<file path="src/rtl/clk_gate_ctrl.sv">
// clk_gate_ctrl
//   Multi-channel clock-gating controller. Each channel has an ON/GATED/WAKE
//   FSM that gates the channel's clock when software disables it or when it
//   has been idle for IDLE_THRESH cycles, restarts it on a wake request and
//   acknowledges once the clock has been running for WAKE_CYCLES cycles.
//   Each gate is a transparent-low enable latch ANDed with CLK.
//
// Ports
//   CLK          free-running source clock
//   RST          asynchronous reset, active-high
//   TEST_EN      scan/test bypass, forces every gate open
//   IDLE_THRESH  idle cycles before auto-gating (0 disables auto-gating)
//   CH_EN        per-channel software enable (0 requests gating)
//   CH_BUSY      per-channel activity, keeps channel on / wakes it
//   CH_REQ       per-channel explicit wake request
//   GATED_CLK    per-channel gated clock
//   CH_ACK       one-cycle pulse when a channel returns to ON after a wake
//   CH_GATED     registered status, 1 while the channel FSM is GATED
module clk_gate_ctrl #(
    parameter int NUM_CH      = 4,
    parameter int IDLE_W      = 8,
    parameter int WAKE_CYCLES = 2
) (
    input  logic              CLK,
    input  logic              RST,
    input  logic              TEST_EN,
    input  logic [IDLE_W-1:0] IDLE_THRESH,
    input  logic [NUM_CH-1:0] CH_EN,
    input  logic [NUM_CH-1:0] CH_BUSY,
    input  logic [NUM_CH-1:0] CH_REQ,
    output logic [NUM_CH-1:0] GATED_CLK,
    output logic [NUM_CH-1:0] CH_ACK,
    output logic [NUM_CH-1:0] CH_GATED
);

    localparam int              WC_W    = (WAKE_CYCLES > 1) ? $clog2(WAKE_CYCLES) : 1;
    localparam logic [WC_W-1:0] WC_LOAD = WC_W'(WAKE_CYCLES - 1);

    typedef enum logic [1:0] {
        ST_ON,
        ST_GATED,
        ST_WAKE
    } state_t;

    state_t            r_state    [NUM_CH];
    state_t            w_state_nxt[NUM_CH];
    logic [IDLE_W-1:0] r_idle_cnt [NUM_CH];
    logic [IDLE_W-1:0] w_idle_nxt [NUM_CH];
    logic [WC_W-1:0]   r_wake_cnt [NUM_CH];
    logic [WC_W-1:0]   w_wake_nxt [NUM_CH];

    logic [NUM_CH-1:0] r_en_q;
    logic [NUM_CH-1:0] r_ack;
    logic [NUM_CH-1:0] r_gated;
    logic [NUM_CH-1:0] r_latch;
    logic [NUM_CH-1:0] w_gate_en;

    // Next-state logic, one independent FSM per channel
    always_comb begin
        for (int unsigned i = 0; i < NUM_CH; i++) begin
            w_state_nxt[i] = r_state[i];
            w_idle_nxt[i]  = r_idle_cnt[i];
            w_wake_nxt[i]  = r_wake_cnt[i];
            case (r_state[i])
                ST_ON: begin
                    if (CH_BUSY[i] || CH_REQ[i]) begin
                        w_idle_nxt[i] = '0;
                    end else if (r_idle_cnt[i] != '1) begin
                        w_idle_nxt[i] = r_idle_cnt[i] + 1'b1;
                    end
                    // BUSY/REQ take priority over both gating causes
                    if (!CH_BUSY[i] && !CH_REQ[i] &&
                        (!CH_EN[i] ||
                         ((IDLE_THRESH != '0) && (r_idle_cnt[i] >= IDLE_THRESH)))) begin
                        w_state_nxt[i] = ST_GATED;
                        w_idle_nxt[i]  = '0;
                    end
                end
                ST_GATED: begin
                    w_idle_nxt[i] = '0;
                    if (CH_EN[i] && (CH_REQ[i] || CH_BUSY[i])) begin
                        w_state_nxt[i] = ST_WAKE;
                        w_wake_nxt[i]  = WC_LOAD;
                    end
                end
                ST_WAKE: begin
                    if (r_wake_cnt[i] == '0) begin
                        w_state_nxt[i] = ST_ON;
                    end else begin
                        w_wake_nxt[i] = r_wake_cnt[i] - 1'b1;
                    end
                end
                default: begin
                    w_state_nxt[i] = ST_ON;
                end
            endcase
        end
    end

    // State registers; enable, status and ack are registered from the next state
    always_ff @(posedge CLK or posedge RST) begin
        if (RST) begin
            for (int unsigned i = 0; i < NUM_CH; i++) begin
                r_state[i]    <= ST_ON;
                r_idle_cnt[i] <= '0;
                r_wake_cnt[i] <= '0;
            end
            r_en_q  <= '1;
            r_ack   <= '0;
            r_gated <= '0;
        end else begin
            for (int unsigned i = 0; i < NUM_CH; i++) begin
                r_state[i]    <= w_state_nxt[i];
                r_idle_cnt[i] <= w_idle_nxt[i];
                r_wake_cnt[i] <= w_wake_nxt[i];
                r_en_q[i]     <= (w_state_nxt[i] != ST_GATED);
                r_gated[i]    <= (w_state_nxt[i] == ST_GATED);
                r_ack[i]      <= (r_state[i] == ST_WAKE) && (w_state_nxt[i] == ST_ON);
            end
        end
    end

    assign w_gate_en = r_en_q | {NUM_CH{TEST_EN}};

    // Enable latch is transparent only while CLK is low, so the enable can
    // never change during a high phase and GATED_CLK cannot glitch. Reset
    // forces it open so clocks run throughout reset.
    always_latch begin
        if (RST) begin
            r_latch <= '1;
        end else if (!CLK) begin
            r_latch <= w_gate_en;
        end
    end

    assign GATED_CLK = r_latch & {NUM_CH{CLK}};
    assign CH_ACK    = r_ack;
    assign CH_GATED  = r_gated;

endmodule

</file>
<file path="config.mk">
export PLATFORM = sky130hd
export DESIGN_NAME = clk_gate_ctrl
export DESIGN_NICKNAME = d
export VERILOG_FILES = /design/src/rtl/clk_gate_ctrl.sv
export SDC_FILE = /design/constraint.sdc
export NUM_CORES = 1
export LEC_CHECK = 0
export ABC_AREA = 1
export BUFFER_PORTS_ARGS = -buffer_cell sky130_fd_sc_hd__buf_2
export CAP_MARGIN = 20
export CORE_AREA = 2 2 88 90
export DETAILED_ROUTE_END_ITERATION = 7
export DIE_AREA = 0 0 90 92
export PLACE_DENSITY = 0.75
export SYNTH_ARGS = -nofsm -noshare
export SYNTH_HDL_FRONTEND = slang
export SYNTH_SLANG_ARGS = --single-unit
</file>
<file path="constraint.sdc">
create_clock -name CLK -period 1.7 [get_ports CLK]
set_input_delay 0.085 -clock CLK [delete_from_list [all_inputs] [get_ports CLK]]
set_output_delay 0.085 -clock CLK [all_outputs]
set_load 0.05 [all_outputs]
</file>
==> results.toml <==
[status]
status = "finished, violations left"
violations = "hold timing, setup timing"

[setup_path]
reg2reg_to = "r_idle_cnt[9]$_DFFE_PP0P_"
cp_max_fo = 1
cp-end-kind = "output pin"
path_class = "latch to output pin"
worstPathRequired_ns = 1.62
reg2reg_setup_slack_ns = -0.18
worstReg2RegStart = "r_idle_cnt[8]$_DFFE_PP0P_"
worst_setup_path_start_kind = "latch"
worst_r2r_path_depth = 17
cp.arrival_ns = 2.07
crit_start = "r_latch[3]$_DLATCH_P_"
critPathCapture = "GATED_CLK[3]"

[drt]
final_antenna_net_count = 0
via_count = 3993
wl_per_cell_microns = 15.60
first_pass_iters = 7
drt_iter0_markers = 284
wirelength_microns = 11700
drc = 0
viasPerCell = 5.324

[finish]
fin_cells = 750
area_growth_syn_to_layout_pct = 47.41
fillers = 494
seq_area_sq_um = 1468
mostFrequentLayoutCell = "nand2_1"
final_cell_mix = "83 x nand2_1, 72 x inv_1, 55 x nor2_1, 55 x buf_4, 51 x dfrtp_1"
fin_nets = 705
n_antenna_cell = 0
drive_gt1_share_pct = 39.20
multi_input_area_sq_um = 2664

[place]
dpl.hpwl_microns = 6566
dpl.cell_count = 694
gp_congestion = 0.8704
place_ws_ns = -0.1329
port_buffers = 34

[synth]
ys_types = 36
synthFlopType = "dfrtp_1"
synth_nets = 577
synth_area_sq_um = 3885
yosys_warnings = 0
syn_avg_cell_area_sq_um = 7.500
syn_inst = 518
postSynth.asyncResetShare_pct = 93.33
synth_edf_count = 0
ys_ff_latch = 60

[die]
die_area_sq_um = 8280
coreArea_sq_um = 7447
die_w_microns = 90
die_h_microns = 92
start_util_pct = 52.17
ioPinCount = 35
fp-row-count = 32

[clock_tree]
cts_tree = "yes"
clock_latency_ns = 0.55
clk_pin_slew_ns = 0.11

[power]
powerDensity_nw_per_um2 = 933.4
power_mw = 5.346
irDropWorstVdd_uv = 443.6
p_leak_nw = 3.027

[worst_hold_path]
min_from = "CH_REQ[2]"
hold_class = "input pin to flop"

[sta]
clock_skew_ns = 0.01941
hold_slack_ns = -0.007133
hold_violations = 2
relSlewSlack_pct = 71.75
tightest_slew_ns = 0.4228
setup_violations = 45
slew_violations = 0
fin_ws_ns = -0.4511
rsz0062_at_grt = "true"

[grt]
grt_max_degree = 30
grt_pass1_wl_microns = 17730
busiest_layer = "met2"
grtUsageMet1_pct = 28.56
grt_util_met2_pct = 48.37
grtUsageTotal_pct = 27.13
met3_usage_pct = 9.203
grt_pass1_vias = 4112
grt_overflow = 0
antenna_found_initial = 0

[job]
max-cap-violations = 0
[through the flow]
| step | area (sq um) | util (%) | TNS [ns] |
|---|---|---|---|
| global placement | 4493 | 60.33 | -1.435 |
| CTS | 5293 | 71.07 | -2.544 |
| floorplan | 3885 | - | 0 |
| finish | 5727 | 76.90 | -5.568 |
| global route | 5727 | 76.90 | -9.734 |
| detailed placement | 4493 | 60.33 | -3.061 |
[report_power, final]
part | switching, mW | internal [mW]
Sequential | 0.0915 | 1.55
Clock | 1.12 | 1.37
Combinational | 0.820 | 0.394
[cells in the mapped netlist, types with 3 or more instances]
cell type	number	area, sq um
nand2_2	7	43.79
dlxtp_1	4	60.06
nor3_1	5	25.02
clkbuf_1	3	11.26
dfstp_2	4	105.1
nand3_1	35	175.2
inv_1	78	292.8
o21ai_0	11	55.05
nand2_1	132	495.5
xor2_1	15	131.4
o21ai_1	9	45.04
a21oi_1	12	60.06
dfrtp_1	52	1301
ha_1	36	450.4
nand4_1	18	112.6
nand3b_1	4	30.03
xnor2_1	5	43.79
nor2_1	64	240.2
inv_2	3	11.26
[per-layer routing]
metal	share of wire, %	routed length, microns
met1	39	4571
met2	55	6422
met3	3.4	392
met4	2.7	312
met5	0	0
[state kept, by name (all words and copies together), names as in the netlist]
name,cells
r_latch,4
r_state,8
r_wake_cnt,4
CH_ACK,4
CH_GATED,4
r_en_q,4
r_idle_cnt,32
[worst min path at each step]
| stage | end | slack, ns | depth (start not counted) |
|---|---|---|---|
| global route | r_idle_cnt[8]$_DFFE_PP0P_ | 0.01 | 6 |
| CTS | r_state[0]$_DFF_PP0_ | 0.01 | 4 |
| finish | r_idle_cnt[8]$_DFFE_PP0P_ | -0.007 | 6 |
| detailed placement | clock gate | -0.37 | 3 |
| global placement | clock gate | -0.38 | 3 |
| floorplan | clock gate | -0.09 | 1 |
[critical path: stages (launching register included)]
cell and delay [ns]:
dlxtp_1 0.33, nand2_1 0.08, inv_1 0.07, buf_6 0.15
[layout make-up]
| cell class | instances | share of cell area, % |
|---|---|---|
| repair buffers | 107 | 13.83 |
| clock inverters | 7 | 1.180 |
| multi-input cells | 372 | 46.52 |
| clock buffers | 24 | 5.418 |
| well taps | 102 | 2.229 |
| flip-flops and latches | 60 | 25.63 |
| inverters | 78 | 5.200 |
[kinds of logic after synthesis]
logic type / share of synthesized area (%)
xor gates and xnor gates: 4.509
latches: 1.546
AOI/OAI and AO/OA: 6.055
adders and majority gates: 11.59
and+or+nand+nor: 31.27
buffers and inverters: 8.824
DFF: 36.20
[what timing repair did]
action | 4_1_cts | 5_1_grt
setup endpoints to repair | 47 | 50
resized for setup | 60 | 92
endpoints found under the hold margin | 82 | 1
cloned | 2 | 0
setup buffers | 3 | 13
hold buffers | 15 | 1
pin swaps | 31 | 33
Power figures use the tool's default switching activity.
